<file path="src/rtl/seq_pkg.sv">
// rtl/seq_pkg.sv - shared state encoding and parameter defaults for multicycle_sequencer
package seq_pkg;

  typedef enum logic [2:0] {
    S_FETCH     = 3'd0,
    S_DECODE    = 3'd1,
    S_EXECUTE   = 3'd2,
    S_MEM_WAIT  = 3'd3,
    S_WRITEBACK = 3'd4,
    S_HALT      = 3'd5
  } state_t;

  localparam logic [5:0] HALT_OPCODE_DEF = 6'b100100;
  localparam int         CNT_W_DEF       = 32;

endpackage

</file>
<file path="src/rtl/sat_counter.sv">
// rtl/sat_counter.sv - counter with sync clear and enable that holds at all-ones
module sat_counter #(
  parameter int W = 8
) (
  input  logic         clk,
  input  logic         reset,
  input  logic         clear,
  input  logic         en,
  output logic [W-1:0] count
);

  always_ff @(posedge clk or negedge reset) begin
    if (!reset) begin
      count <= '0;
    end else if (clear) begin
      count <= '0;
    end else if (en && (count != '1)) begin
      count <= count + W'(1);
    end
  end

endmodule

</file>
<file path="src/rtl/multicycle_sequencer.sv">
// rtl/multicycle_sequencer.sv - multi-cycle control FSM gating datapath commits, mem wait/timeout, halt, perf counters
// Optional single-step debug enabled by defining STEP_DEBUG_EN.
module multicycle_sequencer
  import seq_pkg::*;
#(
  parameter int                  OPCODE_W     = 6,
  parameter logic [OPCODE_W-1:0] HALT_OPCODE  = HALT_OPCODE_DEF,
  parameter int                  CNT_W        = CNT_W_DEF,
  parameter int                  MEM_WAIT_MAX = 15
) (
  input  logic                clk,
  input  logic                reset,
  input  logic [OPCODE_W-1:0] opcode,
  input  logic                is_mem_op,
  input  logic                mem_ready,
  input  logic                resume,
  input  logic                step_en,
  input  logic                step_req,
  input  logic                upd_pc_in,
  input  logic                wr_reg_in,
  input  logic                wr_mem_in,
  output logic                upd_pc_gated,
  output logic                wr_reg_gated,
  output logic                wr_mem_gated,
  output logic                mem_req,
  output logic [2:0]          state,
  output logic                halted,
  output logic                timeout_err,
  output logic [CNT_W-1:0]    cycle_count,
  output logic [CNT_W-1:0]    instr_count
);

  localparam int                WAIT_W    = $clog2(MEM_WAIT_MAX + 1);
  localparam logic [WAIT_W-1:0] WAIT_LAST = WAIT_W'(MEM_WAIT_MAX - 1);

  state_t            state_q;
  logic [WAIT_W-1:0] wait_cnt;
  logic              mem_req_q;
  logic              halted_q;
  logic              timeout_q;
  logic              is_halt_op;
  logic              wb_to_halt;
  logic              halt_leave;

  assign is_halt_op = (opcode == HALT_OPCODE);

`ifdef STEP_DEBUG_EN
  assign wb_to_halt = step_en;
  assign halt_leave = !timeout_q && (resume || step_req);
`else
  logic unused_step;
  assign unused_step = &{1'b0, step_en, step_req};
  assign wb_to_halt  = 1'b0;
  assign halt_leave  = !timeout_q && resume;
`endif

  always_ff @(posedge clk or negedge reset) begin
    if (!reset) begin
      state_q   <= S_FETCH;
      mem_req_q <= 1'b0;
      halted_q  <= 1'b0;
      timeout_q <= 1'b0;
    end else begin
      mem_req_q <= 1'b0;
      halted_q  <= 1'b0;
      case (state_q)
        S_FETCH:  state_q <= S_DECODE;
        S_DECODE: state_q <= S_EXECUTE;
        S_EXECUTE: begin
          if (is_halt_op) begin
            state_q  <= S_HALT;
            halted_q <= 1'b1;
          end else if (is_mem_op) begin
            state_q   <= S_MEM_WAIT;
            mem_req_q <= 1'b1;
          end else begin
            state_q <= S_WRITEBACK;
          end
        end
        // A ready arriving on the last allowed cycle still completes the access.
        S_MEM_WAIT: begin
          if (mem_ready) begin
            state_q <= S_WRITEBACK;
          end else if (wait_cnt == WAIT_LAST) begin
            state_q   <= S_HALT;
            halted_q  <= 1'b1;
            timeout_q <= 1'b1;
          end else begin
            mem_req_q <= 1'b1;
          end
        end
        S_WRITEBACK: begin
          if (wb_to_halt) begin
            state_q  <= S_HALT;
            halted_q <= 1'b1;
          end else begin
            state_q <= S_FETCH;
          end
        end
        S_HALT: begin
          if (halt_leave) state_q <= S_FETCH;
          else            halted_q <= 1'b1;
        end
        default: state_q <= S_FETCH;
      endcase
    end
  end

  always_comb begin
    upd_pc_gated = 1'b0;
    wr_reg_gated = 1'b0;
    wr_mem_gated = 1'b0;
    if (state_q == S_WRITEBACK) begin
      upd_pc_gated = upd_pc_in;
      wr_reg_gated = wr_reg_in;
      wr_mem_gated = wr_mem_in;
    end else if (state_q == S_EXECUTE && is_halt_op) begin
      upd_pc_gated = upd_pc_in;
    end
  end

  assign state       = state_q;
  assign mem_req     = mem_req_q;
  assign halted      = halted_q;
  assign timeout_err = timeout_q;

  sat_counter #(.W(CNT_W)) u_cycle_cnt (
    .clk   (clk),
    .reset (reset),
    .clear (1'b0),
    .en    (state_q != S_HALT),
    .count (cycle_count)
  );

  sat_counter #(.W(CNT_W)) u_instr_cnt (
    .clk   (clk),
    .reset (reset),
    .clear (1'b0),
    .en    ((state_q == S_WRITEBACK) || (state_q == S_EXECUTE && is_halt_op)),
    .count (instr_count)
  );

  sat_counter #(.W(WAIT_W)) u_wait_cnt (
    .clk   (clk),
    .reset (reset),
    .clear (state_q != S_MEM_WAIT),
    .en    (state_q == S_MEM_WAIT),
    .count (wait_cnt)
  );

endmodule

</file>
<file path="config.mk">
export PLATFORM = sky130hd
export DESIGN_NAME = multicycle_sequencer
export DESIGN_NICKNAME = d
export VERILOG_FILES = /design/src/rtl/seq_pkg.sv /design/src/rtl/sat_counter.sv /design/src/rtl/multicycle_sequencer.sv
export SDC_FILE = /design/constraint.sdc
export NUM_CORES = 1
export LEC_CHECK = 0
export ABC_AREA = 1
export CORE_ASPECT_RATIO = 0.6
export CORE_MARGIN = 2
export CORE_UTILIZATION = 48
export CTS_CLUSTER_DIAMETER = 200
export DETAILED_ROUTE_END_ITERATION = 6
export PLACE_DENSITY = 0.85
export REMOVE_ABC_BUFFERS = 1
export SYNTH_ARGS = -nofsm -noshare
export SYNTH_HDL_FRONTEND = slang
export SYNTH_SLANG_ARGS = --single-unit
</file>
<file path="constraint.sdc">
create_clock -name clk -period 1.9 [get_ports clk]
set_input_delay 0.19 -clock clk [delete_from_list [all_inputs] [get_ports clk]]
set_output_delay 0.19 -clock clk [all_outputs]
set_load 0.02 [all_outputs]
</file>
==> reports/results.env <==
STATUS='complete, but fails checks'
FAILED_CHECKS='DRC'
FIN_SKEW_PS=7.94
DIE-WIDTH_UM=135
SYNTH-ASYNC-RESET-RATIO_PCT=100
WORST_SETUP_PATH_END_KIND='register'
FINALWORSTPATHREQUIREDPERIOD_PS=1720
FIRST_GLOBAL_VIAS=4317
YS_FF_LATCH=74
CLKTRANSATPATHREGS_PS=60
CRITICAL_PATH.STARTPOINT_TYPE='register'
FINALNETCOUNT=898
TRITONCTS.NUM_BUFFERS=9
TOTAL_CONGESTION_OVERFLOW_AFTER_GLOBAL_ROUTING=0
HOLD_PATH_CLASS='primary input to asynchronous set/reset pin'
CRIT_TOP_CELL='sky130_fd_sc_hd__nand2_4'
SYNTH_CELL_TYPES=27
NUMCLOCKSINKS=74
FP-ROW-COUNT=28
TRITONCTS='done'
BUFFER_PORTS.INSERTED=86
R2R-END='u_instr_cnt.count[6]'
VDD_IR_MAX_V=0.000783
MAX_CLOCK_FREQ_MHz=581
GLOBALPLACE.CONGESTION=0.952
GRT_SETUP_UNREPAIRED='false'
FIRST_PASS_GRT_WIRE_LENGTH_UM=22500
BUF_INV_STAGES_CRIT_PATH=2
R2R_SLACK_PS=180
FINAL_HOLD_VIOL_COUNT=0
FIN_CRIT_SH_PCT=90.6
DETAILROUTE.VIA_COUNT=5070
ARRIVAL_PS=1930
SYNTH_AREA_UM2=4960
SYNTH_EDF_COUNT=0
GRT_MAX_DEGREE=43
FINISH.UTILIZATION_PCT=64.8
POST_CTS.REPAIR.SETUP_BUFFERS=0
INSERTION_DELAY_PS=340
TOTAL_SETUP_VIOLATIONS_REPORTED_AT_THE_END_OF_THE_FLOW=0
FINALHOLDWORSTSLACK_PS=343
DRT-INITIAL-DRC-COUNT=517
YS_SEQ_AREA_SHARE_PCT=37.3
CLOCK_PATH_BUFFERS=2
WORSTPATHREQUIRED_PS=2110
CTS_MAX_LEVEL=3
PLACE_HPWL_UM=10800
SYNTH_WARNINGS=0
FINISH.INSTANCE_AREA_UM2=6440
CRITICAL_PATH.SLOWEST_CELL='sky130_fd_sc_hd__dfrtp_1'
FILLER_CELL_COUNT=928
FIN_WS_PS=178
RR_STARTPOINT='u_instr_cnt.count[1]'
CRIT_PATH_MAX_INCR_DELAY_PS=420
WORSTMARGINPINSLEW_PS=463
MAX-CAP-VIOLATIONS=0
DR_PASS1_ITERATIONS=7
VERTICAL_EXTENT_OF_THE_DIE_UM=82.8
DIE-AREA_UM2=11200
FINAL-MAX-SLEW-VIOLATION-COUNT=0
WORST_PATH_DOMINANT_CELL_FAMILY='simple AND/OR/NAND/NOR gates'
ANTENNA_CELLS_INSERTED=0
GRT_USAGE_PCT=26.3
NUMBER_OF_CELLS_TRAVERSED_BY_THE_WORST_REGISTER_TO_REGISTER_PATH=9
LIBRARY_CELL_USED_AS_CLOCK_ROOT_BUFFER='sky130_fd_sc_hd__clkbuf_16'
POSTSYNTHCELLCOUNT=761
SYNTHESIS.AREA_PER_INSTANCE_UM2=6.52
WORSTPATHCELLLIST='ha_1 > inv_1 > nor2_4 > nand2_4 > nor2_8 > nand2_4 > nand2_8 > buf_4 > o21ai_0'
PLACE_WORST_SETUP_SLACK_PS=-53.3
POST_DRT_VIA_CELL_RATIO=4.98
INITIAL_CORE_UTIL_PCT=49.9
FINAL_WL_UM=14000
TIMING_WORST_SETUP_PATH_TYPE='register to register'
DESIGN.PORTCOUNT=89
FP.COREAREA_UM2=9950
CP_MAX_FO=14
CELLPOWERDENSITY_nW_PER_UM2=843
PLACEDINSTANCEAREA_UM2=6120
MAXSLEWHEADROOM_PCT=69.2
P_LEAK_nW=3.01
DRC_ERRORS=2
ANTENNA_FOUND_INITIAL=0
AREA_GROWTH_SYN_TO_LAYOUT_PCT=29.9
DRIVE_GT1_SHARE_PCT=8.83
DRTANTENNAVIOLNETS=0
WL_PER_CELL_UM=13.8
SYNTH_FLOP_CELL='sky130_fd_sc_hd__dfrtp_1'
## layout by cell type (no fill, tap or decap)
cell type | Yosys | layout
sky130_fd_sc_hd__clkbuf_1 | 1 | 2
sky130_fd_sc_hd__bufinv_16 | 0 | 2
sky130_fd_sc_hd__buf_4 | 0 | 29
sky130_fd_sc_hd__clkbuf_2 | 0 | 1
sky130_fd_sc_hd__inv_1 | 65 | 65
sky130_fd_sc_hd__inv_2 | 1 | 1
sky130_fd_sc_hd__nand4_1 | 10 | 10
sky130_fd_sc_hd__xor2_1 | 14 | 14
sky130_fd_sc_hd__nor2_8 | 1 | 1
sky130_fd_sc_hd__xnor2_1 | 15 | 15
sky130_fd_sc_hd__nand2_2 | 16 | 16
sky130_fd_sc_hd__nand2_1 | 366 | 366
sky130_fd_sc_hd__inv_4 | 1 | 1
sky130_fd_sc_hd__nand3b_1 | 3 | 3
sky130_fd_sc_hd__buf_12 | 0 | 2
sky130_fd_sc_hd__clkbuf_8 | 0 | 1
sky130_fd_sc_hd__nor2_4 | 4 | 4
sky130_fd_sc_hd__nor2_2 | 3 | 3
sky130_fd_sc_hd__a31oi_1 | 1 | 1
sky130_fd_sc_hd__nor3_1 | 1 | 1
sky130_fd_sc_hd__clkbuf_16 | 0 | 9
sky130_fd_sc_hd__inv_6 | 1 | 1
sky130_fd_sc_hd__clkinvlp_4 | 0 | 2
sky130_fd_sc_hd__dfrtp_1 | 74 | 74
sky130_fd_sc_hd__nand2_4 | 3 | 3
sky130_fd_sc_hd__clkdlybuf4s50_1 | 0 | 82
sky130_fd_sc_hd__a21boi_0 | 1 | 1
sky130_fd_sc_hd__ha_1 | 4 | 4
sky130_fd_sc_hd__nor2_1 | 106 | 106
sky130_fd_sc_hd__dlygate4sd2_1 | 0 | 2
sky130_fd_sc_hd__nand3_1 | 42 | 42
sky130_fd_sc_hd__a21oi_1 | 5 | 5
sky130_fd_sc_hd__dlygate4sd3_1 | 0 | 1
sky130_fd_sc_hd__nand2_8 | 2 | 2
sky130_fd_sc_hd__o21ai_0 | 11 | 11
## Yosys cell counts, drive strengths merged, types with 4 or more instances
cell type | number | area share, %
buf | 10 | 2.3
nand4 | 10 | 1.3
ha | 4 | 1.0
nand2 | 387 | 31
a21oi | 5 | 0.50
o21ai | 11 | 1.1
nor2 | 114 | 9.7
nand3 | 42 | 4.2
xnor2 | 15 | 2.6
xor2 | 14 | 2.5
dfrtp | 74 | 37
inv | 68 | 5.3
## cells by family after synthesis
family	count (synthesis)	share of synthesized area [%]
fa+ha+maj	4	1.01
compound gates	18	1.89
simple gates	557	46.9
buf+inv	79	7.72
flops	74	37.3
xor+xnor	29	5.12
## timing repair
item,CTS,global route
pin swaps,0,0
hold endpoints to repair,32,0
resized for setup,3,3
setup endpoints to repair,3,1
hold buffers,1,0
## how the worst max path moves through the flow
stage	slack (ps)	startpoint	to	depth (start not counted)
2_1_floorplan	80	u_cycle_cnt.count[0]	u_cycle_cnt.count[28]	10
3_3_place_gp	-20	opcode[2]	upd_pc_gated	6
3_5_place_dp	-50	opcode[2]	upd_pc_gated	6
4_1_cts	30	state[2]	upd_pc_gated	6
5_1_grt	8	u_instr_cnt.count[1]	u_instr_cnt.count[2]	10
6_report	180	u_instr_cnt.count[1]	u_instr_cnt.count[6]	9
## power by group
group / internal (mW) / switching [mW] / total (mW)
combinational: 0.669 / 0.970 / 1.64
clock: 1.19 / 0.667 / 1.85
sequential: 1.74 / 0.197 / 1.94
## cell type report
| type | instances | area, um2 | area share [%] |
|---|---|---|---|
| tap | 135 | 169 | 2.62 |
| timing repair buffer | 117 | 1110 | 17.2 |
| clock inverter | 4 | 75.1 | 1.17 |
| sequential | 74 | 1850 | 28.7 |
| clock buffer | 12 | 246 | 3.83 |
| multi-input combinational | 608 | 2730 | 42.3 |
| inverter | 68 | 263 | 4.08 |
## flip-flops by register name (all words and copies together) (netlist names)
signal,count
mem_req,1
u_cycle_cnt.count,32
u_wait_cnt.count,4
u_instr_cnt.count,32
halted,1
timeout_err,1
state,3
## per-layer routing
metal | wire length, um | share of wire [%] | up-vias | track usage, %
met5 | 0 | 0 | - | 0
met4 | 75 | 0.53 | 0 | 4.48
met1 | 7350 | 52 | 2287 | 42.0
li1 | - | - | 2566 | -
met3 | 1320 | 9.4 | 9 | 8.12
met2 | 5290 | 38 | 208 | 33.9
## metrics by stage
step,power (mW),instances,TNS (ps)
after global routing,5.71,1018,0
after global placement,3.56,1001,-22.3
after CTS,5.47,1018,0
after floorplan,2.83,750,0
after detailed placement,3.60,1001,-53.3
final,5.43,1018,0
(Power assumes the default switching activity.)
